### config.mk
export PLATFORM = sky130hd
export DESIGN_NAME = npu_ctrl
export DESIGN_NICKNAME = d
export VERILOG_FILES = /design/src/rtl/npu_pkg.sv /design/src/rtl/npu_param_store.sv /design/src/rtl/npu_ctrl.sv
export SDC_FILE = /design/constraint.sdc
export NUM_CORES = 1
export LEC_CHECK = 0
export CORE_MARGIN = 5
export CORE_UTILIZATION = 40
export CTS_CLUSTER_DIAMETER = 120
export DETAILED_ROUTE_END_ITERATION = 10
export HOLD_SLACK_MARGIN = 0.12
export PLACE_DENSITY = 0.73
export SETUP_SLACK_MARGIN = 0.2
export SYNTH_ARGS = -nofsm -noshare
export SYNTH_HDL_FRONTEND = slang
export SYNTH_SLANG_ARGS = --single-unit
### constraint.sdc
create_clock -name clk -period 4.1 [get_ports clk]
set_input_delay 1.025 -clock clk [delete_from_list [all_inputs] [get_ports clk]]
set_output_delay 1.025 -clock clk [all_outputs]
set_load 0.02 [all_outputs]
### src/rtl/npu_pkg.sv
`default_nettype none
// ============================================================================
// Module : npu_pkg
// Purpose: Shared types and address-map helpers for the NPU controller.
//          Holds the controller state enum, the parameter-store depth and the
//          element offsets of each field inside the parameter store.
// Ports  : none (package)
// Rev    : 1.0 - initial release
// ============================================================================

// Default network dimensions, used when the integrator does not supply them.
`ifndef N
`define N 4
`endif
`ifndef M
`define M 4
`endif
`ifndef DATA_WIDTH
`define DATA_WIDTH 8
`endif

package npu_pkg;

  typedef enum logic [1:0] {
    IDLE = 2'd0,
    RUN  = 2'd1,
    DONE = 2'd2
  } state_e;

  // Total number of stored elements: weights1, biases1, weights2, biases2.
  function automatic int cfg_depth(input int in_n, input int hid_n, input int out_n);
    return hid_n * in_n + hid_n + out_n * hid_n + out_n;
  endfunction

  // Element offsets of each field; weights1 always starts at element 0.
  function automatic int off_b1(input int in_n, input int hid_n);
    return hid_n * in_n;
  endfunction

  function automatic int off_w2(input int in_n, input int hid_n);
    return hid_n * in_n + hid_n;
  endfunction

  function automatic int off_b2(input int in_n, input int hid_n, input int out_n);
    return hid_n * in_n + hid_n + out_n * hid_n;
  endfunction

endpackage
`default_nettype wire

### src/rtl/npu_param_store.sv
`default_nettype none
// ============================================================================
// Module : npu_param_store
// Purpose: Addressable register file holding every network parameter, with
//          write range checking and a one-cycle error pulse for rejected
//          writes. The whole store is exposed as one flat vector.
// Ports  : clk, rst_n         - clock, asynchronous active-low reset
//          we_i               - write strobe
//          allow_i            - writes permitted this cycle (controller idle)
//          addr_i, wdata_i    - element address and data
//          err_o              - pulses the cycle after a rejected write
//          mem_o              - element k at bits [k*DATA_WIDTH +: DATA_WIDTH]
// Rev    : 1.0 - initial release
// ============================================================================
module npu_param_store
  import npu_pkg::*;
#(
  parameter int DATA_WIDTH = 8,
  parameter int DEPTH      = 12,
  parameter int AW         = $clog2(DEPTH)
) (
  input  logic                        clk,
  input  logic                        rst_n,
  input  logic                        we_i,
  input  logic                        allow_i,
  input  logic [AW-1:0]               addr_i,
  input  logic [DATA_WIDTH-1:0]       wdata_i,
  output logic                        err_o,
  output logic [DEPTH*DATA_WIDTH-1:0] mem_o
);

  // Depth widened by one bit so the range compare is exact even when DEPTH
  // is a power of two.
  localparam logic [AW:0] DEPTH_EXT = DEPTH[AW:0];

  logic [DEPTH*DATA_WIDTH-1:0] mem_q;
  logic                        err_q;
  logic                        w_in_range;
  logic                        w_wr_ok;

  assign w_in_range = ({1'b0, addr_i} < DEPTH_EXT);
  assign w_wr_ok    = we_i & allow_i & w_in_range;

  always_ff @(posedge clk or negedge rst_n) begin
    if (!rst_n) begin
      mem_q <= '0;
      err_q <= 1'b0;
    end else begin
      err_q <= we_i & ~(allow_i & w_in_range);
      for (int k = 0; k < DEPTH; k++) begin
        if (w_wr_ok && (addr_i == AW'(k))) begin
          mem_q[k*DATA_WIDTH +: DATA_WIDTH] <= wdata_i;
        end
      end
    end
  end

  assign mem_o = mem_q;
  assign err_o = err_q;

endmodule
`default_nettype wire

### src/rtl/npu_ctrl.sv
`default_nettype none
// ============================================================================
// Module : npu_ctrl
// Purpose: Controller for an external two-layer network datapath. Holds the
//          network parameters, latches an input vector, waits the datapath
//          latency and presents the captured result on a valid/ready port.
// Ports  : clk, rst_n                  - clock, asynchronous active-low reset
//          cfg_we/cfg_addr/cfg_wdata   - parameter-store write port
//          cfg_err                     - one-cycle pulse on rejected write
//          in_valid/in_ready/in_data   - input vector handshake
//          out_valid/out_ready/out_data- result handshake
//          busy                        - high whenever not IDLE
//          dp_*                        - datapath drive / result ports
// Rev    : 1.0 - initial release
// ============================================================================
module npu_ctrl
  import npu_pkg::*;
#(
  parameter int IN_N       = `N,
  parameter int HIDDEN_N   = `M,
  parameter int OUT_N      = `N,
  parameter int DATA_WIDTH = `DATA_WIDTH,
  parameter int LAYER_LAT  = 1,
  localparam int CFG_DEPTH = cfg_depth(IN_N, HIDDEN_N, OUT_N),
  localparam int CFG_AW    = $clog2(CFG_DEPTH)
) (
  input  logic                               clk,
  input  logic                               rst_n,
  input  logic                               cfg_we,
  input  logic [CFG_AW-1:0]                  cfg_addr,
  input  logic [DATA_WIDTH-1:0]              cfg_wdata,
  output logic                               cfg_err,
  input  logic                               in_valid,
  output logic                               in_ready,
  input  logic [IN_N*DATA_WIDTH-1:0]         in_data,
  output logic                               out_valid,
  input  logic                               out_ready,
  output logic [OUT_N*DATA_WIDTH-1:0]        out_data,
  output logic                               busy,
  output logic [IN_N*DATA_WIDTH-1:0]         dp_in_vec,
  output logic [HIDDEN_N*IN_N*DATA_WIDTH-1:0] dp_weights1,
  output logic [HIDDEN_N*DATA_WIDTH-1:0]     dp_biases1,
  output logic [OUT_N*HIDDEN_N*DATA_WIDTH-1:0] dp_weights2,
  output logic [OUT_N*DATA_WIDTH-1:0]        dp_biases2,
  input  logic [OUT_N*DATA_WIDTH-1:0]        dp_out_vec
);

  localparam int OFF_B1 = off_b1(IN_N, HIDDEN_N);
  localparam int OFF_W2 = off_w2(IN_N, HIDDEN_N);
  localparam int OFF_B2 = off_b2(IN_N, HIDDEN_N, OUT_N);

  // Counter covers the full two-layer latency; loads 2*LAYER_LAT.
  localparam int              CNT_W    = $clog2(2 * LAYER_LAT + 1);
  localparam logic [CNT_W-1:0] CNT_LOAD = CNT_W'(2 * LAYER_LAT);
  localparam logic [CNT_W-1:0] CNT_ONE  = CNT_W'(1);

  state_e                           state_q;
  logic [CNT_W-1:0]                 cnt_q;
  logic [IN_N*DATA_WIDTH-1:0]       in_vec_q;
  logic [OUT_N*DATA_WIDTH-1:0]      out_q;
  logic [CFG_DEPTH*DATA_WIDTH-1:0]  w_mem;
  logic                             w_idle;

  assign w_idle = (state_q == IDLE);

  npu_param_store #(
    .DATA_WIDTH (DATA_WIDTH),
    .DEPTH      (CFG_DEPTH),
    .AW         (CFG_AW)
  ) u_store (
    .clk     (clk),
    .rst_n   (rst_n),
    .we_i    (cfg_we),
    .allow_i (w_idle),
    .addr_i  (cfg_addr),
    .wdata_i (cfg_wdata),
    .err_o   (cfg_err),
    .mem_o   (w_mem)
  );

  assign dp_weights1 = w_mem[0                   +: HIDDEN_N*IN_N*DATA_WIDTH];
  assign dp_biases1  = w_mem[OFF_B1*DATA_WIDTH   +: HIDDEN_N*DATA_WIDTH];
  assign dp_weights2 = w_mem[OFF_W2*DATA_WIDTH   +: OUT_N*HIDDEN_N*DATA_WIDTH];
  assign dp_biases2  = w_mem[OFF_B2*DATA_WIDTH   +: OUT_N*DATA_WIDTH];

  always_ff @(posedge clk or negedge rst_n) begin
    if (!rst_n) begin
      state_q  <= IDLE;
      cnt_q    <= '0;
      in_vec_q <= '0;
      out_q    <= '0;
    end else begin
      case (state_q)
        IDLE: begin
          if (in_valid) begin
            in_vec_q <= in_data;
            cnt_q    <= CNT_LOAD;
            state_q  <= RUN;
          end
        end
        RUN: begin
          // Capture on the last counted edge; "<=" also covers a zero load.
          if (cnt_q <= CNT_ONE) begin
            out_q   <= dp_out_vec;
            cnt_q   <= '0;
            state_q <= DONE;
          end else begin
            cnt_q <= cnt_q - CNT_ONE;
          end
        end
        DONE: begin
          if (out_ready) begin
            state_q <= IDLE;
          end
        end
        default: state_q <= IDLE;
      endcase
    end
  end

  assign in_ready  = w_idle;
  assign out_valid = (state_q == DONE);
  assign busy      = !w_idle;
  assign out_data  = out_q;
  assign dp_in_vec = in_vec_q;

endmodule
`default_nettype wire

==> flow_summary.toml, run 1 <==
[setup_path]
worst_r2r_path_depth = 4
crit_chain = "nor2_1 > buf_4 > clkdlybuf4s50_1"
crit_arrival_ns = 2.29
cp_slowest_stage_delay_ns = 0.63
cp-startpoint = "state_q[0]$_DFFE_PN0P_"
worstPathRequired_ns = 3.07
ff2ff_setup_slack_ns = 1.51
r2r_end = "u_store.mem_o[113]$_DFFE_PN0P_"
setup.worst_path.end = "in_ready"
crit_path_start_kind = "flop"
cp-end-kind = "primary output"
crit_slowest_cell = "clkdlybuf4s50_1"
critPathKind = "reg -> out"
critPathMaxFanout = 10
regToRegStartpoint = "state_q[0]$_DFFE_PN0P_"

[logic_synthesis]
ys_seq_area_frac = 0.649
yosysUniqueCellTypes = 36
syn_area_per_cell_um2 = 16.4
syn_inst = 913
synth.top_cells.by_area = "dfrtp_1 (65%), mux2_2 (29%), clkbuf_1 (1.1%)"
syn_nets = 996
ys_seq_elements = 389
yosysWarnings = 0
synth.top_cell.area_share = 0.649
syn-cell-area_um2 = 15000
synth_top_area_cell = "dfrtp_1"

[power_and_ir_drop]
netSwitchingFraction = 0.305
pwr-share-clk = 0.301
intPower_mw = 9.23
vdd_ir_drop_max_uv = 497
p_leak_nw = 10.0
power_density_nw_per_um2 = 610
seqPwrFrac = 0.385
power_frac_comb = 0.315
p_switching_mw = 4.05

[clock_tree]
cts_root_buf = "clkbuf_16"
clkTransAtPathRegs_ns = 0.06
clk_path_buf_depth = 3
htreeDepth = 2
numCtsBuffers = 42
postCtsHoldBufs = 0
post-cts-setup-buffer-count = 0
tritoncts = "done"
insertion_delay_ns = 0.54
postCtsResizedCells = 0
clkSinkCount = 389

[drt]
initialDrtViolationCount = 267
drc = 0
post_drt_wl_per_cell_um = 23.5
dr.pass1.iters = 4
via_count = 9666
ant_nets = 0
wl_mm = 44.8
vias_per_cell = 5.07

[min_path]
min_path_type = "reg -> reg"
hold_depth = 1

[final_layout]
fin_cells = 1905
stdcell_area_um2 = 21800
syn_to_final_growth_pct = 45.1
drive_above_1_share = 0.359
final_nets = 1479
layout_common_cells = "clkdlybuf4s50_1 (460), dfrtp_1 (389), mux2_2 (384)"
final_common_cell = "clkdlybuf4s50_1"

[global_routing]
gr-total-overflow = 0
antenna_found_initial = 2
grt_pass1_vias = 10600
grt_pass1_wl_mm = 67.5
grt_max_degree = 94
grt_usage = 0.213

[timing]
finalSetupTns_ns = 0
post-route-period-util = 0.809
hold_violations = 0
fin_crit_ns = 3.32
fmax_mhz = 301
finalSetupViolations = 0
worst_hold_slack_ns = 0.502
clock_skew_ns = 0.0135
maxSlewViolCount = 0
worst_slew_pin_slew_ns = 1.05
relSlewSlack = 0.298
rsz0062_at_grt = "no"

[place]
gp_congestion = 0.779
place_area_um2 = 20300
io_buffers = 470
dpl.hpwl_mm = 30.9
place_inst = 1826

[run_status]
status = "finished, final reports clean"

[die]
dieArea_um2 = 41500
start_util = 0.402
fp-row-count = 71
core_region_area_um2 = 37300
die_y_um = 204
fp.dieW_um = 204
io-pin-count = 471

[flow_run]
cap_viol_max_count = 0
## state kept, by name (all words and copies together), names as in the netlist
register	cells
cnt_q	2
out_data	32
dp_in_vec	32
u_store.mem_o	320
u_store.err_o	1
state_q	2
## logic make-up (layout without fill, tap and decap cells)
group	Yosys count	count (layout)	synth area share
flip-flops	389	389	0.649
AO/OA/AOI/OAI	8	8	0.00300
multiplexers	385	385	0.289
buffers and inverters	59	574	0.0169
AND/OR/NAND/NOR	72	72	0.0428
other	0	3	0
## through the flow
step | utilization | worst slack (ns) | total power [mW]
2_1_floorplan | - | 1.39 | 7.15
6_report | 0.584 | 0.783 | 13.3
4_1_cts | 0.583 | 0.751 | 13.5
5_1_grt | 0.584 | 0.677 | 13.9
3_5_place_dp | 0.544 | 0.499 | 9.39
3_3_place_gp | 0.544 | 0.528 | 9.31
## critical path, delay by kind of cell (launching register included)
| kind | cells | cell delay (ns) |
|---|---|---|
| buffers and inverters | 2 | 0.90 |
| DFF | 1 | 0.49 |
| and+or+nand+nor | 1 | 0.36 |
## power by group through the flow
stage | combinational, mW | clock [mW] | sequential (mW)
after global placement | 4.18 | 0 | 5.13
final | 4.18 | 3.99 | 5.11
after detailed placement | 4.22 | 0 | 5.17
after floorplan | 1.07 | 0 | 6.08
after global routing | 4.40 | 4.26 | 5.22
after CTS | 4.25 | 4.10 | 5.12
## worst min path at each step
stage / from / end / slack, ns
finish: u_store.mem_o[47]$_DFFE_PN0P_ / u_store.mem_o[47]$_DFFE_PN0P_ / 0.50
detailed placement: u_store.mem_o[147]$_DFFE_PN0P_ / u_store.mem_o[147]$_DFFE_PN0P_ / 0.49
global placement: cnt_q[0]$_DFFE_PN0P_ / cnt_q[0]$_DFFE_PN0P_ / 0.46
global route: u_store.mem_o[42]$_DFFE_PN0P_ / u_store.mem_o[42]$_DFFE_PN0P_ / 0.51
floorplan: cnt_q[0]$_DFFE_PN0P_ / cnt_q[0]$_DFFE_PN0P_ / 0.45
CTS: u_store.mem_o[147]$_DFFE_PN0P_ / u_store.mem_o[147]$_DFFE_PN0P_ / 0.50
## final cells by class
type,instances,area [um2]
fillers,2905,15500
flip-flops and latches,389,9730
multi-input cells,465,5040
repair buffers,495,4900
clock buffers,60,1290
well taps,474,593
clock inverters,16,195
inverters,3,11.3
diodes,3,7.51
## Yosys cell counts
| library cell | number |
|---|---|
| nand3_1 | 19 |
| and4b_1 | 1 |
| dfrtp_1 | 389 |
| o21ai_0 | 5 |
| nor4bb_1 | 3 |
| nor3b_2 | 1 |
| nor3b_1 | 2 |
| a21oi_1 | 1 |
| and2_1 | 2 |
| nor3_2 | 3 |
| nor4_1 | 1 |
| nor4_4 | 3 |
| inv_1 | 3 |
| buf_2 | 5 |
| buf_8 | 1 |
| a21boi_0 | 1 |
| nor2_1 | 6 |
| a21o_1 | 1 |
| or4b_1 | 1 |
| nor3b_4 | 8 |
| mux2i_1 | 1 |
| nand4b_1 | 1 |
| clkbuf_1 | 42 |
| nor4b_1 | 3 |
| and4bb_2 | 1 |
| nand4_1 | 5 |
| nor2b_1 | 2 |
| nor3_4 | 2 |
| nand3b_1 | 3 |
| nand2_1 | 1 |
| and2_0 | 1 |
| buf_1 | 6 |
| buf_6 | 2 |
| nand2b_1 | 2 |
| mux2_2 | 384 |
| nor4b_2 | 1 |
## per-layer routing
metal,track usage,vias up,part of all wire
met5,0,-,0.00016
met4,0.0617,2,0.023
met3,0.0747,67,0.088
met2,0.351,359,0.48
met1,0.269,5005,0.41
li1,-,4233,-
No activity file was read; power rests on OpenSTA's default activity.
==> run 2: changes to the inputs <==
==> constraint.sdc (replaced) <==
create_clock -name clk -period 3.08 [get_ports clk]
set_input_delay 0.77 -clock clk [delete_from_list [all_inputs] [get_ports clk]]
set_output_delay 0.77 -clock clk [all_outputs]
set_load 0.02 [all_outputs]
==> run 2 against run 1 <==
  * Die area unchanged
  * Sequential power up 33%
  * Wire length is 2.5% higher
  * Non-clock buffer count up 50
  * Clock power increased by 23%
  * Register-to-register slack got worse by 0.79 ns
  * Cell count rose by 2.3%
  * Largest power group unchanged
==> flow_summary.toml, run 2 (synthesis results as in run 1) <==
[setup_path]
ff2ff_setup_slack_ns = 0.72
regToRegStartpoint = "state_q[0]$_DFFE_PN0P_"
critPathMaxFanout = 12
critPathKind = "reg -> out"
cp-startpoint = "state_q[0]$_DFFE_PN0P_"
cp-end-kind = "primary output"
crit_arrival_ns = 2.01
worstPathRequired_ns = 2.31
crit_path_start_kind = "flop"

[die]
core_region_area_um2 = 37300
fp.dieW_um = 204
fp-row-count = 71
start_util = 0.402
dieArea_um2 = 41500
die_y_um = 204
io-pin-count = 471

[timing]
post-route-period-util = 0.902
maxSlewViolCount = 0
hold_violations = 0
finalSetupViolations = 0
clock_skew_ns = 0.0146
worst_slew_pin_slew_ns = 0.737
worst_slack_ns = 0.302
worst_hold_slack_ns = 0.140
relSlewSlack = 0.509
fmax_mhz = 360
fin_crit_ns = 2.78
rsz0062_at_grt = "no"
finalSetupTns_ns = 0

[clock_tree]
cts_root_buf = "clkbuf_16"
post-cts-setup-buffer-count = 0
htreeDepth = 2
numCtsBuffers = 41
tritoncts = "done"
clkTransAtPathRegs_ns = 0.06
insertion_delay_ns = 0.56
clk_path_buf_depth = 3
postCtsHoldBufs = 0
clkSinkCount = 389

[final_layout]
final_core_util = 0.592
syn_to_final_growth_pct = 47.2
layout_common_cells = "clkdlybuf4s50_1 (458), dfrtp_1 (387), mux2_2 (384)"
largest_register_ffs = 320
drive_above_1_share = 0.377
final_common_cell = "clkdlybuf4s50_1"
stdcell_area_um2 = 22100
final_nets = 1528
fin_cells = 1949

[power_and_ir_drop]
p_total_mw = 17.3
vdd_ir_drop_max_uv = 723
power_density_nw_per_um2 = 785
p_leak_nw = 10.2

[global_routing]
grt_max_degree = 85
grt_pass1_vias = 11000
gr-total-overflow = 0
antenna_found_initial = 4
grt_pass1_wl_mm = 69.7
grt_usage = 0.220

[drt]
ant_nets = 0
wl_mm = 45.9
vias_per_cell = 5.08
initialDrtViolationCount = 301
dr.pass1.iters = 7
via_count = 9899
post_drt_wl_per_cell_um = 23.5
drc = 0

[place]
gp_congestion = 0.762
place_inst = 1876
dpl.hpwl_mm = 32.9
io_buffers = 470
place_area_um2 = 20800
pre_cts_ws_ns = -0.0121

[run_status]
status = "finished, final reports clean"

[flow_run]
cap_viol_max_count = 0

[min_path]
min_path_type = "in -> async"
[run 2: cell types whose count changed in the layout (fill, tap and decap cells not counted), sizes merged]
cell           previous run  this run
buf                      35        85
clkinvlp                  3         1
clkinv                    7         9
dlymetal6s2s              0         1
clkdlybuf4s50           460       458
dlygate4sd2               0         1
clkbuf                   60        54
[run 2: critical path, cell delays in order, from the launching register on]
cell	delay [ns]
dfrtp_2	0.47
nor2_1	0.15
buf_6	0.19
clkdlybuf4s50_1	0.63
[run 2: cell type report]
cell class / count / area, um2
fillers: 2945 / 15200
flip-flops and latches: 389 / 9740
repair buffers: 545 / 5380
multi-input cells: 465 / 5040
clock buffers: 54 / 1120
well taps: 474 / 593
clock inverters: 16 / 194
inverters: 3 / 11.3
diodes: 3 / 7.51
[run 2: final timing paths]
check | endpoint | cells past startpoint
max reg2reg | u_store.mem_o[50]$_DFFE_PN0P_ | 5
min reg2reg | cnt_q[0]$_DFFE_PN0P_ | 1
max | in_ready | 3
min in group clk | cnt_q[0]$_DFFE_PN0P_ | 1
min | u_store.mem_o[27]$_DFFE_PN0P_ | 1
max in group asynchronous | u_store.mem_o[318]$_DFFE_PN0P_ | 2
[run 2: per-layer routing]
| metal | vias to the layer above | track usage | part of all wire |
|---|---|---|---|
| li1 | 4316 | - | - |
| met1 | 5135 | 0.277 | 0.41 |
| met2 | 383 | 0.364 | 0.48 |
| met3 | 65 | 0.0758 | 0.083 |
| met4 | 0 | 0.0631 | 0.027 |
| met5 | - | 0 | 0 |
[run 2: power breakdown]
part / switching, mW / internal (mW)
clock: 2.01 / 2.90
sequential: 0.620 / 6.20
combinational: 2.74 / 2.87
[run 2: what timing repair did]
item	4_1_cts	5_1_grt
cloned	0	0
resized for setup	2	3
endpoints found under the setup margin	2	2
